[src/rtl/control_heroe_pkg.sv]
// Shared game constants for the hero controller: game-FSM state codes, obstacle codes,
// hero glyphs and W_or_L result codes.
package control_heroe_pkg;

    localparam logic [2:0] OFF    = 3'd0;
    localparam logic [2:0] INICIO = 3'd1;
    localparam logic [2:0] WLCM   = 3'd2;
    localparam logic [2:0] GAME   = 3'd3;
    localparam logic [2:0] WL     = 3'd4;
    localparam logic [2:0] PA     = 3'd5;

    localparam logic [4:0] TIPO_BONO   = 5'd16;
    localparam logic [1:0] SALTO_TICKS = 2'd2;

    localparam logic [6:0] SEG_CORRE    = 7'b0011101;
    localparam logic [6:0] SEG_SALTO    = 7'b1100011;
    localparam logic [6:0] SEG_AGACHADO = 7'b0001000;

    localparam logic [1:0] WL_JUGANDO = 2'b00;
    localparam logic [1:0] WL_PIERDE  = 2'b01;
    localparam logic [1:0] WL_GANA    = 2'b10;

    typedef enum logic [1:0] {
        CORRE    = 2'd0,
        SALTO    = 2'd1,
        AGACHADO = 2'd2
    } estado_t;

    function automatic logic [6:0] glifo(input estado_t e);
        case (e)
            SALTO:    glifo = SEG_SALTO;
            AGACHADO: glifo = SEG_AGACHADO;
            default:  glifo = SEG_CORRE;
        endcase
    endfunction

endpackage

[src/rtl/control_heroe_detector_flanco.sv]
// Rising-edge detector: flanco is high for the single clk in which d is 1 and was 0 before.
module detector_flanco (
    input  logic clk,
    input  logic rst,
    input  logic d,
    output logic flanco
);

    logic d_q;

    always_ff @(posedge clk or posedge rst) begin
        if (rst) d_q <= 1'b0;
        else     d_q <= d;
    end

    assign flanco = d & ~d_q;

endmodule

[src/rtl/control_heroe.sv]
// Hero controller: run/jump/duck FSM, shadow obstacle pipeline aligned with the display,
// collision / bonus / win evaluation once per obstacle step.
//
//  state    | meaning
//  ---------+---------------------------------------------------
//  CORRE    | hero running, hit by any obstacle
//  SALTO    | hero in the air for SALTO_TICKS steps, clears low obstacles
//  AGACHADO | hero ducking while btn_agacha held, clears high obstacles
module control_heroe
    import control_heroe_pkg::*;
(
    input  logic        clk,
    input  logic        rst,
    input  logic [2:0]  presente,
    input  logic        clk_obstaculos,
    input  logic [4:0]  tipo_obs,
    input  logic [20:0] display_obs,
    input  logic [1:0]  mundo,
    input  logic        btn_salto,
    input  logic        btn_agacha,
    output logic [1:0]  W_or_L,
    output logic        bono_tomado,
    output logic [6:0]  heroe_seg,
    output logic [7:0]  esquivados
);

    logic       tick;
    logic       salto_flanco;
    estado_t    estado, estado_sig;
    logic [1:0] cnt_salto, cnt_salto_sig;
    logic [4:0] sh2, sh1, sh0;
    logic [4:0] sh2_nuevo, sh0_nuevo;
    logic       en_juego, activo, tick_act;
    logic       choque, esquiva, gana, bono;
    logic       unused_display;

    assign unused_display = ^display_obs[13:0];

    detector_flanco u_flanco_obs (
        .clk    (clk),
        .rst    (rst),
        .d      (clk_obstaculos),
        .flanco (tick)
    );

    detector_flanco u_flanco_salto (
        .clk    (clk),
        .rst    (rst),
        .d      (btn_salto),
        .flanco (salto_flanco)
    );

    assign en_juego = (presente == GAME) || (presente == WL);
    assign activo   = (presente == GAME) && (W_or_L == WL_JUGANDO);
    assign tick_act = tick && activo;
    assign gana     = activo && (mundo == 2'd3);

    // A blank entry digit still carries the bonus, which marks the world end.
    always_comb begin
        sh2_nuevo = 5'd0;
        if (display_obs[20:14] != 7'd0) sh2_nuevo = tipo_obs;
        else if (tipo_obs == TIPO_BONO) sh2_nuevo = TIPO_BONO;
    end

    assign sh0_nuevo = sh1;

    always_comb begin
        choque  = 1'b0;
        esquiva = 1'b0;
        bono    = 1'b0;
        if (tick_act && sh0_nuevo != 5'd0) begin
            if (sh0_nuevo == TIPO_BONO) begin
                bono = 1'b1;
            end else if (sh0_nuevo[0]) begin
                choque  = (estado != SALTO);
                esquiva = (estado == SALTO);
            end else begin
                choque  = (estado != AGACHADO);
                esquiva = (estado == AGACHADO);
            end
        end
    end

    always_ff @(posedge clk or posedge rst) begin
        if (rst) begin
            estado    <= CORRE;
            cnt_salto <= 2'd0;
        end else begin
            estado    <= estado_sig;
            cnt_salto <= cnt_salto_sig;
        end
    end

    // A colliding step freezes the pose, so the jump may not end on that step.
    always_comb begin
        estado_sig    = estado;
        cnt_salto_sig = cnt_salto;
        if (!en_juego) begin
            estado_sig    = CORRE;
            cnt_salto_sig = 2'd0;
        end else if (activo && !choque) begin
            case (estado)
                CORRE: begin
                    if (salto_flanco) begin
                        estado_sig    = SALTO;
                        cnt_salto_sig = SALTO_TICKS;
                    end else if (btn_agacha) begin
                        estado_sig = AGACHADO;
                    end
                end
                AGACHADO: begin
                    if (!btn_agacha) estado_sig = CORRE;
                end
                SALTO: begin
                    if (tick) begin
                        cnt_salto_sig = cnt_salto - 2'd1;
                        if (cnt_salto_sig == 2'd0) estado_sig = CORRE;
                    end
                end
                default: estado_sig = CORRE;
            endcase
        end
    end

    always_ff @(posedge clk or posedge rst) begin
        if (rst) begin
            sh2         <= 5'd0;
            sh1         <= 5'd0;
            sh0         <= 5'd0;
            esquivados  <= 8'd0;
            W_or_L      <= WL_JUGANDO;
            bono_tomado <= 1'b0;
        end else if (!en_juego) begin
            sh2         <= 5'd0;
            sh1         <= 5'd0;
            sh0         <= 5'd0;
            esquivados  <= 8'd0;
            W_or_L      <= WL_JUGANDO;
            bono_tomado <= 1'b0;
        end else begin
            bono_tomado <= bono;
            if (tick_act) begin
                sh2 <= sh2_nuevo;
                sh1 <= sh2;
                sh0 <= sh0_nuevo;
            end
            if (esquiva && esquivados != 8'hFF) esquivados <= esquivados + 8'd1;
            if (gana)        W_or_L <= WL_GANA;
            else if (choque) W_or_L <= WL_PIERDE;
        end
    end

    assign heroe_seg = glifo(estado);

endmodule

[config.mk]
export PLATFORM = sky130hd
export DESIGN_NAME = control_heroe
export DESIGN_NICKNAME = d
export VERILOG_FILES = /design/src/rtl/control_heroe_pkg.sv /design/src/rtl/control_heroe_detector_flanco.sv /design/src/rtl/control_heroe.sv
export SDC_FILE = /design/constraint.sdc
export NUM_CORES = 1
export LEC_CHECK = 0
export ABC_AREA = 1
export BUFFER_PORTS_ARGS = -buffer_cell sky130_fd_sc_hd__buf_4
export CAP_MARGIN = 20
export CORE_MARGIN = 2
export CORE_UTILIZATION = 50
export CTS_BUF_LIST = sky130_fd_sc_hd__clkbuf_2
export CTS_CLUSTER_SIZE = 30
export DETAILED_ROUTE_END_ITERATION = 8
export PLACE_DENSITY = 0.79
export SLEW_MARGIN = 20
export SYNTH_ARGS = -nofsm -noshare
export SYNTH_HDL_FRONTEND = slang
export SYNTH_SLANG_ARGS = --single-unit
[constraint.sdc]
create_clock -name clk -period 2.3 [get_ports clk]
set_input_delay 0.23 -clock clk [delete_from_list [all_inputs] [get_ports clk]]
set_output_delay 0.23 -clock clk [all_outputs]
set_load 0.02 [all_outputs]
==> results.ini, run 1 <==
[floorplanning]
die_height_um=61.4
initial_core_util_pct=53.1
core_area_um2=3100
rows=20
ios=54
die-area_um2=3770
die_width_um=61.4

[worst_setup_path]
crit_path_end_kind=output port
path_class=reg -> out
crit_path_max_fanout=5
worst_ep_arrival_time_ns=1.47
required_ns=2.07
worstSetupStartpointType=register

[global_routing]
grt_max_degree=31
grt_pass1_wl_um=5600
antenna_found_initial=0
grt_pass1_vias=1348
grt-ovfl-total=0
grtUsageTotal_pct=20.0

[drt]
wirelength_um=3260
drtPass1Iterations=6
first_iter_violations=66
vias_per_cell=4.84
drc_errors=0
num_vias=1408
drtAntennaViolNets=0
avgRoutedWirePerCell_um=11.2

[timing]
maxSlewHeadroom_pct=65.2
finalHoldViolations=0
setup_viol=0
finalCritPeriodShare_pct=74.1
fmax_ghz=0.587
maxSlewViolCount=0
worst_pin_slew_ns=0.521
clock_skew_ns=0.00274
hold_slack_ns=0.104
final.setup.tns_ns=0
rsz0062_at_grt=false
finalWorstPathRequiredPeriod_ns=1.70

[layout]
finalNetCount=291
area_growth_pct=21.5
antenna_cells=0
final_layout_size_suffix_gt1_share_pct=25.1

[synthesis]
syn_area_per_cell_um2=7.96
synth_edf_count=0
ys_seq_area_share_pct=41.0
ys.flop_type=dfrtp_1
synth.top_cell.area_share_pct=41.0
synth.area.top_cells=dfrtp_1 41%, nand3_1 9.7%, nand2_1 8.4%
syn_nets=250
yosysWarnings=0
synth_common_cells=37 x nand2_1, 32 x nand3_1, 28 x inv_1
ys_types=27
netlist_instances=207
yosysMostFrequentCell=nand2_1
synth_area_leader_cell=dfrtp_1
ys_ff_latch=27
syn_area_um2=1650
async_flop_share_pct=100

[clock_network]
cts_max_level=1
cts_setup_buffers=0
numCtsBuffers=3
clock_path_buffers=2
postCtsHoldBufs=3
cts_root_buffer=clkbuf_2
cts_tree=built
clk_transition_reported_paths_ns=0.24
post_cts_resized=0
clock_latency_ns=0.37
clock-sinks=27

[power_and_ir_drop]
cellLeakagePower_uw=0.00104
peakVddDrop_v=0.000281
p_per_area_nw_per_um2=408

[placement]
dp_hpwl_um=2390
gp_congestion=0.863
port_buffers=39

[run]
cap_violations=0

[outcome]
status=finished, final reports clean

[worst_hold_path]
min_path_type=in -> reg

## state kept, by name (all words and copies together), names as in the netlist
name,count
esquivados,8
sh0_nuevo,5
sh2,5
W_or_L,2
cnt_salto,2
estado,2
bono_tomado,1
u_flanco_obs.d_q,1
u_flanco_salto.d_q,1
## layout by cell type, fill, tap and decap left out, types with 4 or more instances in the layout
| cell type | n |
|---|---|
| o21ai_0 | 5 |
| nand4_1 | 6 |
| nand3_1 | 32 |
| clkbuf_2 | 4 |
| nand2_1 | 37 |
| inv_1 | 28 |
| dfrtp_1 | 27 |
| buf_4 | 40 |
| ha_1 | 7 |
| nor2_1 | 21 |
| o21ai_1 | 5 |
## routing by layer
metal	vias up	GRT usage (%)	wire length, µm
li1	736	-	-
met1	637	24.8	1460
met2	30	35.1	1630
met3	5	3.99	137
met4	0	6.69	32
met5	-	0	0
## layout make-up
class	count	area, µm²
inverters	30	113
multi-input cells	143	808
well taps	44	55.1
fillers	296	1100
flip-flops and latches	27	676
repair buffers	43	330
clock buffers	4	20.0
## worst max-delay path: stages, from the launching register on
cell	delay (ns)
dfrtp_1	0.49
inv_1	0.12
ha_1	0.30
inv_1	0.07
buf_4	0.14
## report_power, final
group / switching, µW / total [µW] / internal (µW)
clock network: 140 / 186 / 45.9
logic: 84.6 / 143 / 57.9
registers: 6.00 / 489 / 483
## through the flow
| step | power [µW] | cells | util, % | area (µm²) | setup WS [ns] |
|---|---|---|---|---|---|
| 6_report | 818 | 291 | 64.5 | 2000 | 0.596 |
| 5_1_grt | 861 | 291 | 64.5 | 2000 | 0.417 |
| 4_1_cts | 825 | 291 | 64.5 | 2000 | 0.591 |
| 3_5_place_dp | 636 | 284 | 62.9 | 1950 | 0.650 |
| 3_3_place_gp | 633 | 284 | 62.9 | 1950 | 0.689 |
| 2_1_floorplan | 585 | 207 | - | 1650 | 0.761 |
## kinds of logic after synthesis
| kind of cell | after synthesis | share of synthesized area, % |
|---|---|---|
| AO/OA/AOI/OAI | 15 | 4.71 |
| XOR/XNOR | 6 | 3.19 |
| adder cells (fa/ha/maj) | 7 | 5.31 |
| buffers and inverters | 37 | 9.95 |
| flip-flops | 27 | 41.0 |
| AND/OR/NAND/NOR | 115 | 35.8 |
## final timing paths
| check | start | endpoint | slack, ns | depth (start not counted) |
|---|---|---|---|---|
| worst max register to register | estado[1] | estado[1] | 0.60 | 10 |
| worst min register to register | sh0_nuevo[4] | bono_tomado | 0.54 | 2 |
| worst max-delay path | estado[0] | heroe_seg[2] | 0.60 | 4 |
| worst min-delay path | tipo_obs[4] | sh2[4] | 0.10 | 3 |
| min in group asynchronous | rst | sh2[4] | 0.43 | 4 |
| max in group asynchronous | rst | u_flanco_salto.d_q | 1.62 | 4 |
No activity file was read; power rests on OpenSTA's default activity.
==> inputs of run 2 (changes only) <==
--- a/config.mk
+++ b/config.mk
@@ -9,11 +9,11 @@
 export BUFFER_PORTS_ARGS = -buffer_cell sky130_fd_sc_hd__buf_4
 export CAP_MARGIN = 20
 export CORE_MARGIN = 2
-export CORE_UTILIZATION = 50
+export CORE_UTILIZATION = 47
 export CTS_BUF_LIST = sky130_fd_sc_hd__clkbuf_2
 export CTS_CLUSTER_SIZE = 30
 export DETAILED_ROUTE_END_ITERATION = 8
-export PLACE_DENSITY = 0.79
+export PLACE_DENSITY = 0.78
 export SLEW_MARGIN = 20
 export SYNTH_ARGS = -nofsm -noshare
 export SYNTH_HDL_FRONTEND = slang
==> constraint.sdc (replaced) <==
create_clock -name clk -period 1.5 [get_ports clk]
set_input_delay 0.15 -clock clk [delete_from_list [all_inputs] [get_ports clk]]
set_output_delay 0.15 -clock clk [all_outputs]
set_load 0.02 [all_outputs]
==> results.ini, run 2 (synthesis results as in run 1) <==
[layout]
mostFrequentLayoutCell=buf_4
antenna_cells=0
final_cell_count_no_fill=304
area_growth_pct=37.7
largest-register=esquivados
final_cell_mix=40 x buf_4, 32 x nand2_1, 26 x dfrtp_1
final_layout_size_suffix_gt1_share_pct=38.0
finalNetCount=302
largest_register_ffs=8

[drt]
vias_per_cell=4.98
drtPass1Iterations=5
first_iter_violations=59
avgRoutedWirePerCell_um=12.2
drtAntennaViolNets=0
num_vias=1515
drc_errors=0
wirelength_um=3700

[floorplanning]
core_area_um2=3360
initial_core_util_pct=49.0
rows=21
ios=54
die_width_um=63.2
die_height_um=63.2
die-area_um2=4000

[placement]
port_buffers=39
dp_hpwl_um=2390
dp_cells=292
gp_congestion=0.809

[worst_setup_path]
crit_path_end_kind=register
crit_path_max_fanout=7
required_ns=1.82
max_stage_delay_ns=0.44
worstSetupStartpointType=register
cp_cell_sequence=inv_2 > ha_4 > nand2_1 > nand2_2 > nand2_2 > nor2_4 > nand2_4 > nand2_8 > nand3_2 > nand2_1
slowest_stage=dfrtp_1
worst_ep_arrival_time_ns=1.84
path_class=reg -> reg

[global_routing]
grt_pass1_vias=1397
grt-ovfl-total=0
grt_pass1_wl_um=5870
grt_max_degree=31
grtUsageTotal_pct=17.8
antenna_found_initial=0

[power_and_ir_drop]
p_per_area_nw_per_um2=581
peakVddDrop_v=0.000588
p_total_uw=1320
cellLeakagePower_uw=0.00111

[timing]
rsz0062_at_grt=true
clock_skew_ns=0.00387
worst_pin_slew_ns=0.334
layout_setup_ws_ns=-0.0204
maxSlewViolCount=0
maxSlewHeadroom_pct=77.7
setup_viol=6
finalHoldViolations=0
fmax_ghz=0.658
finalWorstPathRequiredPeriod_ns=1.52
finalCritPeriodShare_pct=101

[clock_network]
clock_latency_ns=0.36
cts_root_buffer=clkbuf_2
cts_max_level=1
clock_path_buffers=2
clock-sinks=27
clk_transition_reported_paths_ns=0.25
cts_tree=built
numCtsBuffers=3

[outcome]
status=finished, violations left
violations=negative setup slack

[run]
cap_violations=0

[worst_hold_path]
min_path_type=in -> reg

## run 2: final timing paths
kind / startpoint / endpoint / slack [ns] / cells past startpoint
max: estado[1] / esquivados[2] / -0.02 / 10
min: mundo[1] / W_or_L[1] / 0.05 / 3
max reg2reg: estado[1] / esquivados[2] / -0.02 / 10
min reg2reg: sh2[2] / sh2[2] / 0.54 / 2
max in group asynchronous: rst / estado[0] / 0.88 / 4
min in group asynchronous: rst / sh2[4] / 0.35 / 4
## run 2: layer usage
layer	global-route usage, %	up-vias	wire, µm
li1	-	764	-
met1	22.5	715	1610
met2	31.3	34	1920
met3	4.11	2	148
met4	3.80	0	13
met5	0	-	0
## run 2: layout make-up
cell class                 instances  area, µm²
clock buffer                       4       20.0
fill                             283       1090
inverter                          30        120
multi-input combinational        144        945
sequential                        27        677
tap                               46       57.6
timing repair buffer              53        449
## run 2: report_power, final
part / internal (µW) / switching [µW]
clock network: 70.3 / 216
logic: 123 / 159
registers: 741 / 8.66
total: 934 / 383
## run 2: per-stage QoR
step                      hold slack, ns  utilization (%)  setup slack, ns  instance area [µm²]  TNS, ns
after floorplan                    0.181                -           0.0371                 1650        0
after global placement             0.238             59.9           0.0383                 2010        0
after detailed placement           0.234             59.9           0.0162                 2010        0
after CTS                         0.0212             62.0          -0.0262                 2080   -0.169
after global routing              0.0330             67.4           -0.107                 2270    -1.15
final                             0.0453             67.4          -0.0204                 2270  -0.0589
## run 2: worst max-delay path: cells and delay by family (launching register included)
family        cells  cell delay [ns]
buf+inv           1             0.13
flops             1             0.44
simple gates      8             0.72
fa+ha+maj         1             0.18
## run 2: timing repair
item | CTS | global route
buffers inserted | 0 | 2
hold endpoints to repair | 29 | 2
resized for setup | 6 | 35
endpoints found under the setup margin | 11 | 19
pin swaps | 1 | 11
gates cloned | 0 | 1
hold buffers | 3 | 2
